**config.mk**
```make
export PLATFORM = sky130hd
export DESIGN_NAME = pipe_stage_reg
export DESIGN_NICKNAME = d
export VERILOG_FILES = /design/src/rtl/pipe_stage_reg.sv
export SDC_FILE = /design/constraint.sdc
export NUM_CORES = 1
export LEC_CHECK = 0
export ABC_AREA = 0
export CORE_MARGIN = 10
export CORE_UTILIZATION = 30
export CTS_CLUSTER_SIZE = 40
export DETAILED_ROUTE_END_ITERATION = 8
export PLACE_DENSITY = 0.63
export REMOVE_ABC_BUFFERS = 1
export SYNTH_ARGS = -nofsm -noshare
export SYNTH_HDL_FRONTEND = slang
export SYNTH_SLANG_ARGS = --single-unit
```
**constraint.sdc**
```tcl
create_clock -name clk -period 2.6 [get_ports clk]
set_input_delay 0.52 -clock clk [delete_from_list [all_inputs] [get_ports clk]]
set_output_delay 0.52 -clock clk [all_outputs]
set_load 0.02 [all_outputs]
```
**src/rtl/pipe_stage_reg.sv**
```systemverilog
// pipe_stage_reg: elastic valid/ready pipeline stage with a 2-entry skid buffer.
// The main entry drives the outputs; the skid entry catches the one transfer that
// can land while in_ready (a decoded flop) is still high as downstream stalls.
// Flush squashes held entries (ctrl -> CTRL_BUBBLE, data held).
// Optional macro PIPE_STAGE_STATS_EN adds saturating stall/squash counters.
module pipe_stage_reg #(
  parameter int                 DATA_W      = 32,
  parameter int                 CTRL_W      = 8,
  parameter logic [CTRL_W-1:0]  CTRL_BUBBLE = '0
`ifdef PIPE_STAGE_STATS_EN
  , parameter int               CNT_W       = 16
`endif
) (
  input  logic              clk,
  input  logic              rst_n,
  input  logic              flush,
  input  logic              in_valid,
  output logic              in_ready,
  input  logic [CTRL_W-1:0] in_ctrl,
  input  logic [DATA_W-1:0] in_data,
  output logic              out_valid,
  input  logic              out_ready,
  output logic [CTRL_W-1:0] out_ctrl,
  output logic [DATA_W-1:0] out_data
`ifdef PIPE_STAGE_STATS_EN
  , output logic [CNT_W-1:0] stall_cnt
  , output logic [CNT_W-1:0] squash_cnt
`endif
);

  // Occupancy state; the entry valid bits are decoded from it.
  typedef enum logic [1:0] {ST_EMPTY = 2'd0, ST_ONE = 2'd1, ST_TWO = 2'd2} st_e;

  st_e               state_q, state_d;
  logic [CTRL_W-1:0] main_ctrl_q, main_ctrl_d, skid_ctrl_q, skid_ctrl_d;
  logic [DATA_W-1:0] main_data_q, main_data_d, skid_data_q, skid_data_d;
  logic              accept, drain;

  // State and entry registers; reset clears everything asynchronously.
  always_ff @(posedge clk or negedge rst_n) begin
    if (!rst_n) begin
      state_q     <= ST_EMPTY;
      main_ctrl_q <= CTRL_BUBBLE;
      main_data_q <= '0;
      skid_ctrl_q <= CTRL_BUBBLE;
      skid_data_q <= '0;
    end else begin
      state_q     <= state_d;
      main_ctrl_q <= main_ctrl_d;
      main_data_q <= main_data_d;
      skid_ctrl_q <= skid_ctrl_d;
      skid_data_q <= skid_data_d;
    end
  end

  // Next-state and entry movement; flush wins over any accept in the same cycle.
  always_comb begin
    state_d     = state_q;
    main_ctrl_d = main_ctrl_q;
    main_data_d = main_data_q;
    skid_ctrl_d = skid_ctrl_q;
    skid_data_d = skid_data_q;
    accept      = in_valid & in_ready;
    drain       = out_valid & out_ready;
    if (flush) begin
      state_d     = ST_EMPTY;
      main_ctrl_d = CTRL_BUBBLE;
      skid_ctrl_d = CTRL_BUBBLE;
    end else begin
      case (state_q)
        ST_EMPTY: begin
          if (accept) begin
            state_d     = ST_ONE;
            main_ctrl_d = in_ctrl;
            main_data_d = in_data;
          end
        end
        ST_ONE: begin
          if (accept && drain) begin
            main_ctrl_d = in_ctrl;
            main_data_d = in_data;
          end else if (accept) begin
            state_d     = ST_TWO;
            skid_ctrl_d = in_ctrl;
            skid_data_d = in_data;
          end else if (drain) begin
            state_d = ST_EMPTY;
          end
        end
        ST_TWO: begin
          // in_ready is low here, so only the skid-to-main move can happen.
          if (drain) begin
            state_d     = ST_ONE;
            main_ctrl_d = skid_ctrl_q;
            main_data_d = skid_data_q;
            skid_ctrl_d = CTRL_BUBBLE;
          end
        end
        default: state_d = ST_EMPTY;
      endcase
    end
  end

  // Outputs decode only registered state, so no ready path crosses the stage.
  always_comb begin
    out_valid = (state_q == ST_ONE) || (state_q == ST_TWO);
    in_ready  = (state_q != ST_TWO);
    out_data  = main_data_q;
    out_ctrl  = out_valid ? main_ctrl_q : CTRL_BUBBLE;
  end

`ifdef PIPE_STAGE_STATS_EN
  logic [CNT_W-1:0] stall_cnt_q, stall_cnt_d, squash_cnt_q, squash_cnt_d;
  logic [CNT_W:0]   squash_sum;
  logic [1:0]       squash_n;

  // Statistics counters, cleared only by reset.
  always_ff @(posedge clk or negedge rst_n) begin
    if (!rst_n) begin
      stall_cnt_q  <= '0;
      squash_cnt_q <= '0;
    end else begin
      stall_cnt_q  <= stall_cnt_d;
      squash_cnt_q <= squash_cnt_d;
    end
  end

  // Saturating updates; an entry drained in the flush cycle is not a squash.
  always_comb begin
    stall_cnt_d = stall_cnt_q;
    if (out_valid && !out_ready && (stall_cnt_q != '1))
      stall_cnt_d = stall_cnt_q + 1'b1;
    squash_n = 2'd0;
    if (flush) begin
      if (state_q == ST_TWO)                squash_n = drain ? 2'd1 : 2'd2;
      else if (state_q == ST_ONE && !drain) squash_n = 2'd1;
    end
    squash_sum   = {1'b0, squash_cnt_q} + {{(CNT_W-1){1'b0}}, squash_n};
    squash_cnt_d = squash_sum[CNT_W] ? '1 : squash_sum[CNT_W-1:0];
  end

  assign stall_cnt  = stall_cnt_q;
  assign squash_cnt = squash_cnt_q;
`endif

endmodule

```
Word-level counts from Yosys, hierarchy flattened
Index checks and enable logic that the tools add are counted.

Output and inout bits: 42. Register bits after elaboration: 82. Word-level logic and storage cells: 53. Input bits: 45.

Bitwise gates (word level): 4. Multiplexer cells: 21. Reduce and logical (&&, ||, !) cells: 11. Eq/ne operators: 12.

Operators with widths (count): $mux W32 (3); $pmux W32 S3 (1); $mux W8 (8); $pmux W8 S3 (1); $pmux W8 S2 (1); $reduce_and A4 Y1 (4); $ne A3 B3 Y1 const B (5); $mux W2 (6); $ne A2 B2 Y1 const B (4); $pmux W2 S3 (1); $reduce_bool A3 Y1 (2); $reduce_and A5 Y1 (1); $ne A4 B4 Y1 const B (1); $reduce_bool A4 Y1 (1); $and A1 B1 Y1 (2); $eq A2 B1 Y1 const B (1); $eq A2 B2 Y1 const B (1); $logic_not A2 Y1 (1); $not A1 Y1 (2); $logic_and A1 B1 Y1 (1); $logic_or A1 B1 Y1 (1).

Longest topological paths before layout
Gate-level depths: netlist of the first run.

Depth after elaboration: 8. Depth in mapped cells: 8. Mapped depth without buffers: 6.

Worst setup path before layout of the first run
OpenSTA, ideal clock, no wires.

Path kind: register -> register. Start: reg state_q[0]. End: reg skid_data_q[10]. Data arrival time: 1.900 ns. Cell stages (with the launch flop): 8. Buffers on the path: 1. Data required time: 2.475 ns. Setup slack: 0.575 ns. Period minus slack after synthesis: 2.025 ns. Library setup time: 0.125 ns. Cell sequence: dfrtp_1 > inv_1 > ha_1 > nand2_2 > nand3_2 > nor3_4 > buf_4 > mux2_2.

Longest elaborated chain between the ends: 6. Elaborated cells between the ends (all ways): 9. Those cells by class: 3 x eq/ne; 3 x bitwise; 3 x reduce/logical.

Ends and longest elaborated chain: from (decl) (RTL line 34) `st_e state_q, state_d;`; from (signal assigned) (RTL line 48) `state_q <= state_d;`; $eq A2 B1 Y1 or $eq A2 B2 Y1 (tied branches) (RTL line 106) `out_valid = (state_q == ST_ONE) || (state_q == ST_TWO);`; $logic_or A1 B1 Y1 (*) (RTL line 106); via out_valid (RTL line 21) `output logic out_valid,`; $and A1 B1 Y1 (*) (RTL line 64) `drain = out_valid & out_ready;`; $logic_and A1 B1 Y1 (*) (RTL line 79) `if (accept && drain) begin`; $not A1 Y1 (no line) (*); $reduce_and A4 Y1 (no line) (*); to (signal assigned) (RTL line 52) `skid_data_q <= skid_data_d;`; to (decl) (RTL line 36) `logic [DATA_W-1:0] main_data_q, main_data_d, skid_data_q, skid_data_d;`.

Mark *: on every way through the listed nets, which the timed path passes. The rest lies on a longest branch. A chain may end at the register's enable or synchronous reset.

Worst setup path in the final report of the first run
Start: reg state_q[0]. End: out out_ctrl[5].

Longest elaborated chain between the ends: 3. Elaborated cells between the ends (all ways): 4. Those cells by class: 2 x eq/ne; 1 x mux; 1 x reduce/logical.

Ends and longest elaborated chain: $eq A2 B1 Y1 or $eq A2 B2 Y1 (tied branches) (RTL line 106); $logic_or A1 B1 Y1 (*) (RTL line 106); $mux W8 (*) (RTL line 109) `out_ctrl = out_valid ? main_ctrl_q : CTRL_BUBBLE;`; to (decl) (RTL line 23) `output logic [CTRL_W-1:0] out_ctrl,`.

Every way passes the cells marked *; elsewhere a longest branch is shown, timed or not.

==> results of run 1 <==
-- where the power goes --
group	switching, mW	internal, mW
sequential	0.339	1.88
clock	0.479	0.855
combinational	1.24	1.59
total	2.06	4.32
-- flip-flops by register name, summed over array words and instances, names as in the netlist --
register and cells:
state_q 2, out_data 32, skid_data_q 32, skid_ctrl_q 8
main_ctrl_q 8
-- worst min path at each step --
stage	startpoint	endpoint	slack (ns)	depth (start not counted)
6_report	rst_n	main_ctrl_q[0]	0.14	1
4_1_cts	rst_n	main_ctrl_q[0]	0.15	1
3_3_place_gp	skid_data_q[6]	skid_data_q[6]	0.46	1
3_5_place_dp	skid_data_q[6]	skid_data_q[6]	0.47	1
2_1_floorplan	rst_n	main_ctrl_q[0]	0.22	0
5_1_grt	rst_n	out_data[21]	0.19	1
-- what timing repair did --
action                                  in CTS  in global routing
setup buffers                                0                  0
endpoints found under the setup margin       8                  8
hold buffers                                 0                  0
pin swaps                                    0                  0
gates resized for setup                      1                  1
-- layer usage --
metal / share of wire / track usage
met1: 0.45 / 0.132
met2: 0.48 / 0.170
met3: 0.059 / 0.0337
met4: 0.016 / 0.0497
met5: 0 / 0
-- cell families (layout without fill, tap and decap cells) --
family                     Yosys count  count (layout)  synth area share
adders and majority gates            4               4            0.0123
muxes                              105             105             0.315
buffers and inverters               29             124            0.0380
and+or+nand+nor                     62              62            0.0896
AOI/OAI and AO/OA                   19              19            0.0420
DFF                                 82              82             0.503
-- stage by stage --
stage | power, mW | cells | area (sq um) | hold slack [ns]
3_5_place_dp | 5.08 | 558 | 5170 | 0.473
6_report | 6.38 | 572 | 5490 | 0.144
3_3_place_gp | 5.00 | 558 | 5170 | 0.464
5_1_grt | 6.80 | 572 | 5490 | 0.191
4_1_cts | 6.47 | 572 | 5480 | 0.153
2_1_floorplan | 3.93 | 285 | 3970 | 0.224
-- synth_stat cells (all sizes together) --
cell type / count / area, sq um
and2: 9 / 56.3
o21ai: 4 / 23.8
o221ai: 1 / 26.3
o22ai: 1 / 6.26
nor2b: 9 / 56.3
dfrtp: 82 / 2050
nand2b: 5 / 38.8
nand3: 3 / 20.0
ha: 4 / 50.1
a221oi: 8 / 70.1
mux2i: 8 / 80.1
nand2: 13 / 51.3
clkbuf: 3 / 12.5
o22a: 1 / 8.76
nor3: 17 / 96.4
nand3b: 1 / 7.51
mux2: 97 / 1200
o211ai: 1 / 7.51
and3: 1 / 6.26
nand4: 1 / 21.3
o2bb2ai: 1 / 8.76
buf: 13 / 93.8
a32o: 2 / 20.0
nor2: 3 / 11.3
inv: 13 / 48.8
-- final cells by class --
type / instances / area, sq um / share of cell area
Inverter: 13 / 48.8 / 0.00888
Sequential cell: 82 / 2050 / 0.373
Tap cell: 176 / 220 / 0.0401
Multi-Input combinational cell: 190 / 1890 / 0.343
Timing Repair Buffer: 97 / 978 / 0.178
Clock buffer: 11 / 243 / 0.0442
Clock inverter: 3 / 65.1 / 0.0118
==> flow_metrics.py, run 1 <==
metrics = {
    "run_status": {
        "status": "finished, final reports clean",
    },
    "route": {
        "drtAntennaViolNets": 0,
        "vias_per_cell": 4.61,
        "avgRoutedWirePerCell_microns": 16.7,
        "num_vias": 2639,
        "wirelength_microns": 9570,
        "drt_iter0_markers": 127,
        "drcViolationCount": 0,
        "drt_pass1_iterations": 4,
    },
    "sta": {
        "period_minus_slack_ns": 2.43,
        "rsz0062_at_grt": "no",
        "fin_crit_sh": 0.935,
        "timing.setup.tns_ns": 0,
        "drv_slew": 0,
        "finalClockSkew_ns": 0.00354,
        "worst_slew_pin_slew_ns": 0.526,
        "hold_viol": 0,
        "relSlewSlack": 0.648,
        "max_freq_ghz": 0.411,
        "final.setup.worst_slack_ns": 0.169,
        "setup_violations": 0,
    },
    "synth": {
        "synth_seq_cells": 82,
        "ys_types": 35,
        "syn_avg_cell_area_sq_um": 13.6,
        "ys_warn_count": 0,
        "synth.cell_area_sq_mm": 0.00408,
        "synth_seq_area_share": 0.503,
        "postSynthCellCount": 301,
    },
    "setup_path": {
        "cp_num_buf_inv": 2,
        "r2r_setup_slack_ns": 0.39,
        "cp.arrival_ns": 1.91,
        "crit-reg2reg-launch": "state_q[0]",
        "reg2reg_to": "main_ctrl_q[5]",
        "critPathTopFamily": "buffers and inverters",
        "crit_chain": "inv_1, ha_4, and2_1, clkdlybuf4s50_1",
        "crit_start": "state_q[0]",
        "startpoint_type": "flop",
        "required_ns": 2.08,
        "crit_fanout": 13,
        "worst_r2r_path_depth": 7,
        "cpPeakStageDelay_ns": 0.60,
        "critPathCapture": "out_ctrl[5]",
        "critical_path_depth": 4,
        "slowest_stage": "clkdlybuf4s50_1",
        "critPathKind": "flop to primary output",
        "end_kind": "primary output",
    },
    "grt": {
        "grt_pass1_vias": 3019,
        "grt_overflow": 0,
        "grt_usage": 0.108,
        "grt_pass1_wl_microns": 16000,
        "antenna_found_initial": 0,
        "grt_max_degree": 48,
    },
    "final_layout": {
        "area_growth_pct": 34.7,
        "insertedDiodeCount": 0,
        "nFillCells": 1275,
        "final_util": 0.413,
        "layout_commonest_cell": "clkdlybuf4s50_1",
        "drive_gt1_frac": 0.328,
        "mostFrequentLayoutCells": "clkdlybuf4s50_1 (85), dfrtp_1 (82), mux2_2 (66), mux2_4 (30), nor3_1 (16)",
        "nets": 442,
    },
    "place": {
        "dp_slack_ns": 0.138,
        "place.gp.congestion": 0.776,
        "place.detailed.hpwl_microns": 6970,
        "port_buffers": 86,
    },
    "clock_network": {
        "clock_latency_ns": 0.33,
        "cts-buffers-inserted": 9,
        "cts_tree": "built",
        "clk_path_buf_depth": 2,
        "root_buffer": "clkbuf_16",
        "clk_transition_reported_paths_ns": 0.06,
        "cts.sinks": 82,
        "h-tree-depth": 3,
    },
    "floorplanning": {
        "chipHeight_microns": 137,
        "die_w_microns": 137,
        "io_pins": 87,
        "dieArea_sq_mm": 0.0187,
        "core-area_sq_mm": 0.0133,
        "initial_core_util": 0.307,
        "rows": 42,
    },
    "pwr": {
        "vdd_drop_max_v": 0.000568,
        "powerDensity_mw_per_mm2": 1160,
        "p_leak_nw": 2.35,
    },
    "flow_run": {
        "cap_viol_max_count": 0,
    },
    "hold_path": {
        "hold_path_class": "input pin to asynchronous set/reset pin",
    },
}
No activity file was read; power rests on OpenSTA's default activity.
==> inputs of run 2 (changes only) <==
CORE_MARGIN = unset   (was 10)
==> run 2 against run 1 <==
Net effect:
- clock power hardly changed
- cell count is 0.87% lower
- critical path depth stayed put
- global-route usage is 1.7 points higher
- sequential power hardly changed
- sequential share of layout area is 0.26 points higher
- clock-buffer cell count stayed put
- combinational power is 2% lower
- via count is 2.1% lower
- worst hold slack better by 0.0028 ns
- cell area is 0.68% lower
- clock skew is 0.0035 ns higher
- critical path type unchanged
==> flow_metrics.py, run 2 (same netlist as run 1, synthesis figures left out) <==
metrics = {
    "clock_network": {
        "clock_latency_ns": 0.33,
        "hold_buffers": 0,
        "h-tree-depth": 3,
        "cts_tree": "built",
        "clk_transition_reported_paths_ns": 0.06,
        "cts-buffers-inserted": 9,
        "clk_path_buf_depth": 2,
        "cts.sinks": 82,
        "root_buffer": "clkbuf_16",
        "post-cts-setup-buffers": 0,
    },
    "setup_path": {
        "startpoint_type": "flop",
        "crit_chain": "inv_1, ha_2, inv_1, clkdlybuf4s50_1",
        "critPathKind": "flop to primary output",
        "required_ns": 2.08,
        "cpPeakStageDelay_ns": 0.55,
        "crit_top_cell": "inv_1",
        "end_kind": "primary output",
        "cp.arrival_ns": 1.93,
        "slowest_stage": "clkdlybuf4s50_1",
        "crit_fanout": 11,
    },
    "floorplanning": {
        "chipHeight_microns": 119,
        "core-area_sq_mm": 0.0132,
        "dieArea_sq_mm": 0.0141,
        "die_w_microns": 119,
        "io_pins": 87,
        "rows": 42,
        "initial_core_util": 0.308,
    },
    "sta": {
        "drv_slew": 0,
        "setup_violations": 0,
        "relSlewSlack": 0.625,
        "finalClockSkew_ns": 0.00704,
        "fin_crit_sh": 0.943,
        "max_freq_ghz": 0.408,
        "hold_viol": 0,
        "rsz0062_at_grt": "no",
        "period_minus_slack_ns": 2.45,
        "worst_slew_pin_slew_ns": 0.562,
        "hold_ws_ns": 0.147,
        "timing.setup.tns_ns": 0,
    },
    "final_layout": {
        "insertedDiodeCount": 0,
        "mostFrequentLayoutCells": "clkdlybuf4s50_1 (85), dfrtp_1 (82), mux2_2 (66), mux2_4 (30), nor3_1 (16)",
        "nets": 437,
        "area_growth_pct": 33.8,
        "drive_gt1_frac": 0.320,
        "nFillCells": 1276,
        "layout_commonest_cell": "clkdlybuf4s50_1",
    },
    "route": {
        "wirelength_microns": 8180,
        "num_vias": 2584,
        "vias_per_cell": 4.56,
        "drtAntennaViolNets": 0,
        "drt_pass1_iterations": 4,
        "drt_iter0_markers": 87,
        "drcViolationCount": 0,
        "avgRoutedWirePerCell_microns": 14.4,
    },
    "grt": {
        "grt_pass1_wl_microns": 13800,
        "grt_usage": 0.125,
        "grt_max_degree": 49,
        "grt_overflow": 0,
        "antenna_found_initial": 0,
        "grt_pass1_vias": 2738,
    },
    "pwr": {
        "powerDensity_mw_per_mm2": 1150,
        "vdd_drop_max_v": 0.000470,
        "p_leak_nw": 2.33,
    },
    "place": {
        "port_buffers": 86,
        "place.detailed.hpwl_microns": 5580,
        "place.gp.congestion": 0.729,
    },
    "hold_path": {
        "hold_path_class": "input pin to asynchronous set/reset pin",
    },
    "run_status": {
        "status": "finished, final reports clean",
    },
    "flow_run": {
        "cap_viol_max_count": 0,
    },
}
run 2: path summary, 6_finish.rpt:
path / slack (ns) / end / depth (start not counted) / startpoint
max: 0.15 / in_ready / 4 / state_q[0]
min: 0.15 / skid_data_q[2] / 1 / rst_n
max reg2reg: 0.38 / main_ctrl_q[4] / 7 / state_q[0]
min reg2reg: 0.48 / skid_data_q[6] / 1 / skid_data_q[6]
max in group asynchronous: 1.82 / skid_data_q[25] / 2 / rst_n
min in group clk: 0.48 / skid_data_q[6] / 1 / skid_data_q[6]
run 2: power breakdown:
| part | total, mW | internal, mW | leakage, nW | switching (mW) |
|---|---|---|---|---|
| clock | 1.33 | 0.855 | 0.151 | 0.475 |
| sequential | 2.19 | 1.88 | 0.999 | 0.310 |
| combinational | 2.76 | 1.55 | 1.17 | 1.20 |
| total | 6.27 | 4.29 | 2.33 | 1.99 |
run 2: worst max-delay path: cells and delay by family (launching register included):
kind	cells	cell delay, ns
DFF	1	0.41
adders and majority gates	1	0.40
buffers and inverters	3	0.79
run 2: timing repair:
| action | 4_1_cts | 5_1_grt |
|---|---|---|
| setup endpoints to repair | 8 | 7 |
| pin swaps | 0 | 0 |
| gates resized for setup | 1 | 1 |
run 2: metrics by stage:
stage	util	worst slack, ns	total power, mW	area [sq um]	cells
global route	0.412	0.00610	6.69	5460	567
floorplan	-	-0.688	3.93	3970	285
finish	0.412	0.148	6.27	5460	567
detailed placement	0.388	0.297	4.95	5140	553
CTS	0.411	0.0488	6.34	5450	567
global placement	0.388	0.332	4.90	5140	553
run 2: per-layer routing:
layer | part of all wire | GRT usage | vias to the layer above | routed length (microns)
li1 | - | - | 1234 | -
met1 | 0.47 | 0.169 | 1273 | 3870
met2 | 0.46 | 0.194 | 70 | 3770
met3 | 0.056 | 0.0357 | 7 | 462
met4 | 0.0087 | 0.0388 | 0 | 71
met5 | 0 | 0 | - | 0
run 2: final cells by class:
cell class                 instances  area (sq um)  share of cell area
tap                              176           220              0.0404
inverter                          13          48.8             0.00894
clock buffer                      11           243              0.0445
sequential                        82          2050               0.376
multi-input combinational        190          1890               0.346
clock inverter                     3          65.1              0.0119
timing repair buffer              92           941               0.172
==> inputs of run 3 (changes only) <==
CTS_CLUSTER_DIAMETER = 200   (was unset)
DONT_BUFFER_PORTS = 1   (was unset)
PLACE_DENSITY = 0.55   (was 0.63)
==> run 3 against run 2 <==
Net effect:
- utilization shrank 6.4 points
- global-route usage decreased by 0.16 points
- clock-buffer cell count grew 4
- cell area is 16% lower
- critical endpoint unchanged
- largest cell class unchanged
- sequential cell count unchanged
- worst setup slack improved by 0.069 ns
- critical path depth unchanged
- power down 10%
- highest routed layer unchanged
- via count is 9.5% lower
- clock skew shrank 0.0026 ns
==> flow_metrics.py, run 3 (same netlist as run 1, synthesis figures left out) <==
metrics = {
    "sta": {
        "period_minus_slack_ns": 2.38,
        "rsz0062_at_grt": "no",
        "setup_violations": 0,
        "final.setup.worst_slack_ns": 0.217,
        "max_freq_ghz": 0.420,
        "worst_slew_pin_slew_ns": 0.750,
        "fin_crit_sh": 0.917,
        "drv_slew": 0,
        "relSlewSlack": 0.500,
        "hold_viol": 0,
        "finalClockSkew_ns": 0.00445,
        "hold_ws_ns": 0.0944,
    },
    "clock_network": {
        "clk_transition_reported_paths_ns": 0.06,
        "hold_buffers": 1,
        "post-cts-setup-buffers": 0,
        "clk_path_buf_depth": 2,
        "root_buffer": "clkbuf_16",
        "cts_tree": "built",
        "cts_resized": 0,
        "clock_latency_ns": 0.34,
        "cts-buffers-inserted": 9,
        "h-tree-depth": 3,
        "cts.sinks": 82,
    },
    "final_layout": {
        "insertedDiodeCount": 0,
        "regArea_sq_mm": 0.00205,
        "final_util": 0.348,
        "area_growth_pct": 12.9,
        "mostFrequentLayoutCells": "dfrtp_1 (82), mux2_2 (66), mux2_4 (30), nor3_1 (16), inv_1 (13)",
        "fin_cells": 485,
        "layout_commonest_cell": "dfrtp_1",
        "drive_gt1_frac": 0.408,
        "nets": 353,
        "design_area_sq_mm": 0.00461,
        "multi_input_area_sq_mm": 0.00187,
        "nFillCells": 1311,
    },
    "flow_run": {
        "cap_viol_max_count": 0,
    },
    "pwr": {
        "powerDensity_mw_per_mm2": 1220,
        "vdd_drop_max_v": 0.000347,
        "p_leak_nw": 2.01,
    },
    "setup_path": {
        "startpoint_type": "flop",
        "critPathTopFamily": "buffers and inverters",
        "crit-reg2reg-launch": "state_q[0]",
        "r2r_setup_slack_ns": 0.22,
        "crit_fanout": 50,
        "crit_chain": "inv_1, ha_2, buf_4, inv_1",
        "required_ns": 2.08,
        "cp.arrival_ns": 1.86,
        "crit_top_cell": "inv_1",
        "end_kind": "primary output",
        "reg2reg_to": "out_data[30]",
        "cpPeakStageDelay_ns": 0.54,
        "slowest_stage": "buf_4",
        "worst_r2r_path_depth": 7,
        "cp_num_buf_inv": 3,
        "critPathKind": "flop to primary output",
    },
    "place": {
        "dp_slack_ns": 0.208,
        "port_buffers": 0,
        "place_area_sq_mm": 0.00426,
        "place.detailed.hpwl_microns": 5250,
        "dp_cells": 468,
        "place.gp.congestion": 0.702,
    },
    "route": {
        "num_vias": 2338,
        "drcViolationCount": 0,
        "drt_iter0_markers": 85,
        "avgRoutedWirePerCell_microns": 16.5,
        "vias_per_cell": 4.82,
        "drt_pass1_iterations": 4,
        "drtAntennaViolNets": 0,
        "wirelength_microns": 7980,
    },
    "floorplanning": {
        "chipHeight_microns": 119,
        "rows": 42,
        "initial_core_util": 0.308,
        "core-area_sq_mm": 0.0132,
        "dieArea_sq_mm": 0.0141,
        "die_w_microns": 119,
        "io_pins": 87,
    },
    "hold_path": {
        "hold_path_class": "input pin to asynchronous set/reset pin",
    },
    "grt": {
        "grt_pass1_vias": 2481,
        "grt_max_degree": 83,
        "grt_usage": 0.124,
        "grt_overflow": 0,
        "antenna_found_initial": 0,
        "grt_pass1_wl_microns": 13400,
    },
    "run_status": {
        "status": "finished, final reports clean",
    },
}
run 3: worst reg2reg max path, delay by kind of cell (launching register included):
kind                       cells  cell delay [ns]
muxes                          1             0.30
AOI/OAI and AO/OA              1             0.19
DFF                            1             0.39
and+or+nand+nor                2             0.60
adders and majority gates      1             0.32
buffers and inverters          2             0.47
run 3: worst max-delay path by stage:
stage / start / endpoint / slack [ns] / cells past startpoint
after global placement: state_q[0] / out_data[30] / 0.28 / 7
after global routing: state_q[0] / in_ready / 0.04 / 4
after detailed placement: state_q[0] / out_data[13] / 0.21 / 7
after CTS: state_q[0] / in_ready / 0.17 / 4
final: state_q[0] / in_ready / 0.22 / 4
after floorplan: state_q[0] / out_data[0] / -0.69 / 6
run 3: final cells by class:
class,count,share of cell area
clock buffers,15,0.0625
inverters,13,0.0106
well taps,176,0.0478
clock inverters,1,0.00652
multi-input cells,190,0.407
flip-flops and latches,82,0.446
repair buffers,8,0.0201
run 3: per-stage QoR:
| step | TNS, ns | total power [mW] |
|---|---|---|
| final | 0 | 5.63 |
| after global routing | 0 | 5.99 |
| after CTS | 0 | 5.72 |
| after detailed placement | 0 | 4.32 |
| after global placement | 0 | 4.26 |
| after floorplan | -31.52 | 3.93 |
run 3: per-layer routing:
metal,share of wire,track usage
met2,0.46,0.188
met3,0.072,0.0497
met4,0.016,0.0522
met1,0.45,0.155
met5,0,0
run 3: power breakdown:
group          leakage (nW)  switching [mW]  internal (mW)
clock                 0.156           0.477          0.850
combinational         0.852           0.756          0.999
sequential            0.999           0.674           1.88
total                  2.01            1.91           3.73
